<file path="src/rtl/axi_burst_master.sv">
// AXI burst master / traffic generator: one write or read burst per command,
// data pattern seed+beat, read data checked against the same pattern.
module axi_burst_master #(
   parameter int ADDR_WIDTH = 4,
   parameter int DATA_WIDTH = 32,
   parameter int LEN_WIDTH  = 4,
   parameter int TIMEOUT    = 256
) (
   input  logic                    aclk,
   input  logic                    areset,
   input  logic                    cmd_valid,
   output logic                    cmd_ready,
   input  logic                    cmd_write,
   input  logic [ADDR_WIDTH-1:0]   cmd_addr,
   input  logic [LEN_WIDTH-1:0]    cmd_len,
   input  logic [1:0]              cmd_burst,
   input  logic [DATA_WIDTH-1:0]   cmd_seed,
   output logic                    busy,
   output logic                    done,
   output logic [7:0]              err_mismatch_cnt,
   output logic                    err_resp,
   output logic                    err_timeout,
   output logic                    err_cmd,
   output logic [ADDR_WIDTH-1:0]   awaddr,
   output logic [LEN_WIDTH-1:0]    awlen,
   output logic [2:0]              awsize,
   output logic [1:0]              awburst,
   output logic                    awvalid,
   input  logic                    awready,
   output logic [DATA_WIDTH-1:0]   wdata,
   output logic [DATA_WIDTH/8-1:0] wstrb,
   output logic                    wlast,
   output logic                    wvalid,
   input  logic                    wready,
   input  logic [1:0]              bresp,
   input  logic                    bvalid,
   output logic                    bready,
   output logic [ADDR_WIDTH-1:0]   araddr,
   output logic [LEN_WIDTH-1:0]    arlen,
   output logic [2:0]              arsize,
   output logic [1:0]              arburst,
   output logic                    arvalid,
   input  logic                    arready,
   input  logic [DATA_WIDTH-1:0]   rdata,
   input  logic [1:0]              rresp,
   input  logic                    rlast,
   input  logic                    rvalid,
   output logic                    rready
);

   localparam int TW = $clog2(TIMEOUT + 1);

   typedef enum logic [2:0] {
      S_IDLE, S_WADDR, S_WDATA, S_WRESP, S_RADDR, S_RDATA, S_DONE
   } state_t;

   state_t                  r_state, w_next;
   logic [ADDR_WIDTH-1:0]   r_addr;
   logic [LEN_WIDTH-1:0]    r_len;
   logic [LEN_WIDTH-1:0]    r_beat;
   logic [1:0]              r_burst;
   logic [DATA_WIDTH-1:0]   r_seed;
   logic [TW-1:0]           r_tmo_cnt;
   logic [7:0]              r_mm_cnt;
   logic                    r_err_resp, r_err_timeout, r_err_cmd;

   logic                    w_accept, w_illegal, w_wrap_len_ok;
   logic                    w_aw_hs, w_w_hs, w_b_hs, w_ar_hs, w_r_hs, w_hs;
   logic                    w_active, w_tmo, w_beat_last;
   logic [DATA_WIDTH-1:0]   w_pattern;

   assign w_accept      = (r_state == S_IDLE) && cmd_valid;
   assign w_wrap_len_ok = (32'(cmd_len) == 32'd1) || (32'(cmd_len) == 32'd3) ||
                          (32'(cmd_len) == 32'd7) || (32'(cmd_len) == 32'd15);
   assign w_illegal     = (cmd_burst == 2'b11) || ((cmd_burst == 2'b10) && !w_wrap_len_ok);

   assign w_aw_hs = (r_state == S_WADDR) && awready;
   assign w_w_hs  = (r_state == S_WDATA) && wready;
   assign w_b_hs  = (r_state == S_WRESP) && bvalid;
   assign w_ar_hs = (r_state == S_RADDR) && arready;
   assign w_r_hs  = (r_state == S_RDATA) && rvalid;
   assign w_hs    = w_aw_hs || w_w_hs || w_b_hs || w_ar_hs || w_r_hs;

   assign w_active    = (r_state != S_IDLE) && (r_state != S_DONE);
   assign w_tmo       = w_active && !w_hs && (r_tmo_cnt == TW'(TIMEOUT - 1));
   assign w_beat_last = (r_beat == r_len);
   assign w_pattern   = r_seed + DATA_WIDTH'(r_beat);

   // NOTE: every valid/ready is decoded from the state register, so an abort or
   // reset that leaves a state drops the handshake signals on that same edge.
   assign cmd_ready = (r_state == S_IDLE);
   assign busy      = (r_state != S_IDLE);
   assign done      = (r_state == S_DONE);
   assign awvalid   = (r_state == S_WADDR);
   assign wvalid    = (r_state == S_WDATA);
   assign wlast     = (r_state == S_WDATA) && w_beat_last;
   assign bready    = (r_state == S_WRESP);
   assign arvalid   = (r_state == S_RADDR);
   assign rready    = (r_state == S_RDATA);

   assign awaddr  = r_addr;
   assign awlen   = r_len;
   assign awburst = r_burst;
   assign awsize  = 3'($clog2(DATA_WIDTH / 8));
   assign araddr  = r_addr;
   assign arlen   = r_len;
   assign arburst = r_burst;
   assign arsize  = 3'($clog2(DATA_WIDTH / 8));
   assign wdata   = w_pattern;
   assign wstrb   = '1;

   assign err_mismatch_cnt = r_mm_cnt;
   assign err_resp         = r_err_resp;
   assign err_timeout      = r_err_timeout;
   assign err_cmd          = r_err_cmd;

   always_comb begin
      w_next = r_state;
      unique case (r_state)
         S_IDLE:  if (cmd_valid) w_next = w_illegal ? S_DONE : (cmd_write ? S_WADDR : S_RADDR);
         S_WADDR: if (w_aw_hs) w_next = S_WDATA;
         S_WDATA: if (w_w_hs && w_beat_last) w_next = S_WRESP;
         S_WRESP: if (w_b_hs) w_next = S_DONE;
         S_RADDR: if (w_ar_hs) w_next = S_RDATA;
         S_RDATA: if (w_r_hs && rlast) w_next = S_DONE;
         S_DONE:  w_next = S_IDLE;
         default: w_next = S_IDLE;
      endcase
      if (w_tmo) w_next = S_DONE;
   end

   always_ff @(posedge aclk) begin
      if (areset) begin
         r_state       <= S_IDLE;
         r_addr        <= '0;
         r_len         <= '0;
         r_beat        <= '0;
         r_burst       <= '0;
         r_seed        <= '0;
         r_tmo_cnt     <= '0;
         r_mm_cnt      <= '0;
         r_err_resp    <= 1'b0;
         r_err_timeout <= 1'b0;
         r_err_cmd     <= 1'b0;
      end else begin
         r_state <= w_next;
         if ((w_next != r_state) || w_hs) r_tmo_cnt <= '0;
         else if (w_active)               r_tmo_cnt <= r_tmo_cnt + 1'b1;

         if (w_accept) begin
            r_addr        <= cmd_addr;
            r_len         <= cmd_len;
            r_burst       <= cmd_burst;
            r_seed        <= cmd_seed;
            r_beat        <= '0;
            r_mm_cnt      <= '0;
            r_err_resp    <= 1'b0;
            r_err_timeout <= 1'b0;
            r_err_cmd     <= w_illegal;
         end
         if (w_w_hs || w_r_hs) r_beat <= r_beat + 1'b1;
         if (w_b_hs && (bresp != 2'b00)) r_err_resp <= 1'b1;

         // A burst-length disagreement is just rlast differing from "beat == len".
         if (w_r_hs) begin
            if ((rresp != 2'b00) || (rlast != w_beat_last)) r_err_resp <= 1'b1;
            if ((rdata != w_pattern) && (r_mm_cnt != 8'hFF)) r_mm_cnt <= r_mm_cnt + 1'b1;
         end
         if (w_tmo) r_err_timeout <= 1'b1;
      end
   end

endmodule

</file>
<file path="config.mk">
export PLATFORM = sky130hd
export DESIGN_NAME = axi_burst_master
export DESIGN_NICKNAME = d
export VERILOG_FILES = /design/src/rtl/axi_burst_master.sv
export SDC_FILE = /design/constraint.sdc
export NUM_CORES = 1
export LEC_CHECK = 0
export ABC_AREA = 0
export BUFFER_PORTS_ARGS = -buffer_cell sky130_fd_sc_hd__buf_2
export CAP_MARGIN = 20
export CORE_MARGIN = 2
export CORE_UTILIZATION = 50
export DETAILED_ROUTE_END_ITERATION = 12
export PLACE_DENSITY = 0.85
export REMOVE_ABC_BUFFERS = 1
export SLEW_MARGIN = 20
export SYNTH_ARGS = -nofsm -noshare
export SYNTH_HDL_FRONTEND = slang
export SYNTH_SLANG_ARGS = --single-unit
</file>
<file path="constraint.sdc">
create_clock -name aclk -period 5.63 [get_ports aclk]
set_input_delay 1.126 -clock aclk [delete_from_list [all_inputs] [get_ports aclk]]
set_output_delay 1.126 -clock aclk [all_outputs]
set_load 0.01 [all_outputs]
</file>
==> qor.yml, run 1 <==
clocking:
  htree_levels: 3
  cts.reportedPaths.clkPinSlew_ns: 0.09
  insertion_delay_ns: 0.34
  clock-sinks: 69
  cts_tree: "yes"
  cts_root_buffer: "clkbuf_8"
  clockBufferDepth: 2
  cts_made_buffers: 9
  cts_resized: 0
  ctsHoldBuffers: 0
  cts_setup_buffers: 0
die:
  core_sq_um: 9640
  die_w_um: 103
  io-pin-count: 170
  dieHeight_um: 103
  rows: 36
  die_area_sq_um: 10600
  start_util: 0.508
synthesis:
  synth-edff-count: 0
  netlist.top_cell.by_area: "dfxtp_1"
  synth.area.top_cells: "dfxtp_1 (28%), nand2_1 (9.0%), xor2_1 (6.4%), xnor2_1 (6.3%), a21oi_1 (6.1%)"
  synth_top_area_share: 0.282
  synth.cell_area_sq_um: 4890
  synth.most_common_cell: "nand2_1"
  yosysSeqAreaShare: 0.282
  ys_seq_elements: 69
  yosysWarnings: 0
  synth_common_cells: "nand2_1 (117), dfxtp_1 (69), a21oi_1 (60), nor2_1 (39), xor2_1 (36)"
  syn_avg_cell_area_sq_um: 7.50
  synthCells: 652
  ys.flop_type: "dfxtp_1"
  synthArstFlopShare: 0
  ys_types: 74
timing:
  slew_viol_final: 0
  fin_crit_sh: 0.823
  finalHoldViolations: 0
  max_slew_margin: 0.402
  setup_viol: 0
  tns_ns: 0
  tightest_slew_ns: 0.897
  fmax_ghz: 0.216
  fin_skew_ns: 0.0113
  rsz0062_at_grt: "no"
  setup_ws_ns: 0.996
  period_needed_ns: 4.63
final_layout:
  regArea_sq_um: 1380
  layout.cells.non_filler: 908
  drive_gt1_frac: 0.255
  fin_nets: 867
  multi_input_area_sq_um: 3150
  nFillCells: 938
  antennaDiodeCount: 0
  area_delta_synth_final_pct: 18.0
worst_hold_path:
  hold_class: "reg2reg"
  hold_depth: 2
routing:
  antenna_left: 0
  vias: 5004
  drc: 0
  wl_per_cell_um: 15.2
  finalWirelength_um: 13800
  drtPass1Iterations: 5
  vias_per_cell: 5.51
  drtIter0Drc: 281
placement:
  gp_congestion: 0.965
  dp_cells: 892
  place_hpwl_um: 10400
  dp_slack_ns: 1.08
  numPortBuffers: 159
grt:
  grt_max_degree: 60
  grt_pass1_vias: 4409
  overflow: 0
  grt_pass1_wl_um: 21100
  antenna_found_initial: 1
  track_usage: 0.253
power:
  intPower_mw: 0.906
  p_sw_mw: 0.520
  p_clk_frac: 0.290
  switching_share: 0.365
  peakVddDrop_mv: 0.216
  pwr-share-comb: 0.287
  powerDensity_nw_per_um2: 247
  seqPwrFrac: 0.422
  leakagePower_nw: 2.52
setup_path:
  required_ns: 5.90
  crit_path_frequent_cell: "or4_1"
  cp-end-kind: "register"
  crit_chain: "ha_1 -> fa_1 -> a211oi_2 -> or4_1 -> o221ai_1 -> or4b_1 -> or4_1 -> or4_4 -> o21ai_2 -> mux2_1 -> nor2_1"
  cp.arrival_ns: 4.91
  crit_slowest_cell: "or4_4"
  cpPeakStageDelay_ns: 0.59
  crit_type: "reg2reg"
  crit_fanout: 11
  rr_worst_depth: 11
  critPathLaunchType: "register"
run_status:
  status: "complete, no violations"
flow_run:
  drv_cap: 0
-- power by group through the flow --
stage	clock network (mW)	logic [mW]	registers, mW
after floorplan	0	0.245	0.601
after global placement	0	0.402	0.609
after detailed placement	0	0.409	0.611
after CTS	0.427	0.411	0.600
after global routing	0.447	0.455	0.611
final	0.414	0.410	0.602
-- layout make-up --
| class | instances | share of cell area |
|---|---|---|
| Multi-Input combinational cell | 513 | 0.546 |
| Timing Repair Buffer | 162 | 0.142 |
| Tap cell | 133 | 0.0288 |
| Clock buffer | 9 | 0.0215 |
| Inverter | 15 | 0.00976 |
| Clock inverter | 7 | 0.0130 |
| Sequential cell | 69 | 0.239 |
-- sequential cells by signal (all words and copies together) (netlist names) --
register          count
r_tmo_cnt             9
err_cmd               1
err_timeout           1
r_seed               32
err_mismatch_cnt      8
err_resp              1
r_beat                4
araddr                4
arlen                 4
arburst               2
r_state               3
-- final timing paths --
check | end | from | slack (ns)
max | err_mismatch_cnt[0] | r_beat[0] | 1.0
min | araddr[0] | araddr[0] | 0.46
max reg2reg | err_mismatch_cnt[0] | r_beat[0] | 1.0
min reg2reg | araddr[0] | araddr[0] | 0.46
-- placed cells by master (no fill, tap or decap), types with 6 or more instances in the layout --
cell type,n
nor2_1,39
nand3_1,22
dfxtp_1,69
o21ai_0,11
and3_1,7
xnor2_1,35
nand2b_1,11
o211ai_1,6
conb_1,10
nand2_1,116
nor3_1,14
xor2_1,36
ha_1,8
a21oi_1,60
nor3b_1,6
o31ai_1,6
nor4_1,12
inv_1,15
buf_2,159
clkbuf_8,9
nand4_1,11
and2_1,6
nor2b_1,6
or3_1,6
-- metal layers --
metal,vias up,global-route usage,share of wire
met5,-,0,0
met2,236,0.434,0.48
met1,2268,0.329,0.42
met3,22,0.0393,0.083
li1,2478,-,-
met4,0,0.0759,0.018
-- metrics by stage --
step | power (mW) | hold WS, ns | area, sq um | utilization
finish | 1.43 | 0.464 | 5770 | 0.599
global route | 1.51 | 0.500 | 5770 | 0.599
CTS | 1.44 | 0.466 | 5770 | 0.599
detailed placement | 1.02 | 0.455 | 5570 | 0.578
global placement | 1.01 | 0.441 | 5570 | 0.578
floorplan | 0.846 | 0.434 | 4580 | -
-- kinds of logic (layout without fill, tap and decap cells) --
kind of cell / after synthesis / after routing / share of synthesized area
AOI/OAI and AO/OA: 127 / 127 / 0.165
xor gates and xnor gates: 72 / 72 / 0.132
adders and majority gates: 9 / 9 / 0.0246
buffers and inverters: 78 / 193 / 0.0808
DFF: 69 / 69 / 0.282
muxes: 6 / 6 / 0.0130
other: 2 / 10 / 0.00154
and+or+nand+nor: 289 / 289 / 0.301
-- critical path, delay by kind of cell, from the launching register on --
family          cells  cell delay, ns
flops               1            0.37
fa+ha+maj           2            0.67
simple gates        5            2.12
mux                 1            0.36
compound gates      3            1.04
Note: power is estimated with default switching activity, not from simulation.
==> inputs of run 2 (changes only) <==
--- a/config.mk
+++ b/config.mk
@@ -5,13 +5,13 @@
 export SDC_FILE = /design/constraint.sdc
 export NUM_CORES = 1
 export LEC_CHECK = 0
-export ABC_AREA = 0
+export ABC_AREA = 1
 export BUFFER_PORTS_ARGS = -buffer_cell sky130_fd_sc_hd__buf_2
 export CAP_MARGIN = 20
 export CORE_MARGIN = 2
 export CORE_UTILIZATION = 50
 export DETAILED_ROUTE_END_ITERATION = 12
-export PLACE_DENSITY = 0.85
+export PLACE_DENSITY = 0.84
 export REMOVE_ABC_BUFFERS = 1
 export SLEW_MARGIN = 20
 export SYNTH_ARGS = -nofsm -noshare
==> constraint.sdc (replaced) <==
create_clock -name aclk -period 4.6 [get_ports aclk]
set_input_delay 0.92 -clock aclk [delete_from_list [all_inputs] [get_ports aclk]]
set_output_delay 0.92 -clock aclk [all_outputs]
set_load 0.01 [all_outputs]
==> qor.yml, run 2 <==
clocking:
  insertion_delay_ns: 0.36
  cts.reportedPaths.clkPinSlew_ns: 0.08
  htree_levels: 3
  clockBufferDepth: 2
  cts_setup_buffers: 0
  cts_resized: 0
  ctsHoldBuffers: 0
  cts_made_buffers: 9
  cts_root_buffer: "clkbuf_8"
  cts_tree: "yes"
  clock-sinks: 69
timing:
  slew_viol_final: 0
  setup_ws_ns: 1.25
  tightest_slew_ns: 1.01
  period_needed_ns: 3.35
  rsz0062_at_grt: "no"
  finalHoldViolations: 0
  setup_viol: 0
  tns_ns: 0
  whs_ns: 0.474
  fmax_ghz: 0.298
  fin_skew_ns: 0.00851
  max_slew_margin: 0.327
  fin_crit_sh: 0.729
final_layout:
  layout_common_cells: "nand2_1 (250), buf_2 (159), inv_1 (107)"
  fin_nets: 1083
  largest_reg_flops: 32
  layout.cells.most_common: "nand2_1"
  area_delta_synth_final_pct: 19.4
  drive_gt1_frac: 0.241
  top_register: "r_seed"
  antennaDiodeCount: 0
  final_area_sq_um: 6210
synthesis:
  synth_top_area_share: 0.266
  synth_common_cells: "nand2_1 (250), inv_1 (107), nand3_1 (74), nor2_1 (71), dfxtp_1 (69)"
  synth.cell_area_sq_um: 5200
  ys.flop_type: "dfxtp_1"
  syn_avg_cell_area_sq_um: 6.15
  netlist.top_cell.by_area: "dfxtp_1"
  synthCells: 846
  yosysSeqAreaShare: 0.266
  synth.most_common_cell: "nand2_1"
  yosysWarnings: 0
  synthArstFlopShare: 0
  synth-edff-count: 0
  synth.area.top_cells: "dfxtp_1 (27%), nand2_1 (18%), inv_1 (7.7%), nand3_1 (7.1%), a21oi_1 (5.3%)"
  ys_types: 45
  ys_seq_elements: 69
grt:
  grt_max_degree: 55
  overflow: 0
  grt_pass1_wl_um: 22900
  track_usage: 0.250
  grt_pass1_vias: 5155
  antenna_found_initial: 1
power:
  p_clk_frac: 0.311
  pwr-share-comb: 0.316
  powerDensity_nw_per_um2: 326
  intPower_mw: 1.27
  switching_share: 0.372
  peakVddDrop_mv: 0.284
  p_sw_mw: 0.755
  leakagePower_nw: 3.21
  seqPwrFrac: 0.372
die:
  rows: 37
  core_sq_um: 10200
  die_area_sq_um: 11200
  die_w_um: 106
  io-pin-count: 170
  dieHeight_um: 106
  start_util: 0.508
routing:
  antenna_left: 0
  drtIter0Drc: 326
  drtPass1Iterations: 6
  finalWirelength_um: 14000
  wl_per_cell_um: 12.4
  drc: 0
  vias: 5697
  vias_per_cell: 5.06
setup_path:
  cp-end-kind: "primary output"
  required_ns: 3.68
  crit_type: "reg2out"
  critPathLaunchType: "register"
  cp.arrival_ns: 2.43
  crit_fanout: 6
flow_run:
  drv_cap: 0
run_status:
  status: "complete, no violations"
worst_hold_path:
  hold_class: "reg2reg"
placement:
  gp_congestion: 0.985
  numPortBuffers: 159
  dp_slack_ns: 1.54
  place_hpwl_um: 10700
  dpl-instance-area_sq_um: 5970
-- run 2: per-layer routing --
layer,share of wire,up-vias,routed length (um),track usage
met5,0.00093,-,13,0
met4,0.025,2,354,0.0959
met3,0.068,31,957,0.0380
met2,0.48,226,6680,0.432
met1,0.43,2503,6020,0.314
li1,-,2935,-,-
-- run 2: kinds of logic after synthesis --
group           count (synthesis)  synth area share
xor+xnor                       30            0.0505
compound gates                104             0.108
simple gates                  479             0.424
flops                          69             0.266
other cells                     2           0.00144
fa+ha+maj                       9            0.0231
buf+inv                       153             0.128
-- run 2: layout make-up --
class / instances / area, sq um
Timing Repair Buffer: 160 / 803
Inverter: 114 / 428
Tap cell: 136 / 170
Clock buffer: 9 / 124
Multi-Input combinational cell: 632 / 3180
Fill cell: 1016 / 4020
Sequential cell: 69 / 1380
Clock inverter: 7 / 121
-- run 2: per-stage QoR --
stage / total power, mW / std cells / utilization
2_1_floorplan: 1.17 / 815 / -
3_3_place_gp: 1.39 / 1111 / 0.583
3_5_place_dp: 1.40 / 1111 / 0.583
4_1_cts: 2.03 / 1127 / 0.607
5_1_grt: 2.15 / 1127 / 0.607
6_report: 2.03 / 1127 / 0.607
-- run 2: worst max-delay path, stage by stage (launching register included) --
cell	delay, ns
dfxtp_1	0.45
ha_1	0.27
fa_1	0.33
nand2_1	0.08
nand2_1	0.12
nand2_2	0.11
nor2_1	0.25
nand2_1	0.10
nand2_1	0.08
nand2_1	0.09
inv_1	0.07
buf_2	0.12
-- run 2: power by group through the flow --
| stage | sequential (mW) | clock, mW | combinational [mW] |
|---|---|---|---|
| floorplan | 0.758 | 0 | 0.412 |
| global placement | 0.764 | 0 | 0.626 |
| detailed placement | 0.765 | 0 | 0.636 |
| CTS | 0.752 | 0.640 | 0.641 |
| global route | 0.764 | 0.661 | 0.726 |
| finish | 0.754 | 0.631 | 0.641 |
-- run 2: worst paths after layout --
path / startpoint / end / slack [ns] / cells after the start
hold reg to reg: r_seed[0] / r_seed[0] / 0.47 / 2
hold / removal: r_seed[0] / r_seed[0] / 0.47 / 2
setup reg to reg: r_beat[0] / err_mismatch_cnt[3] / 1.67 / 18
setup / recovery: r_beat[0] / wdata[28] / 1.25 / 11
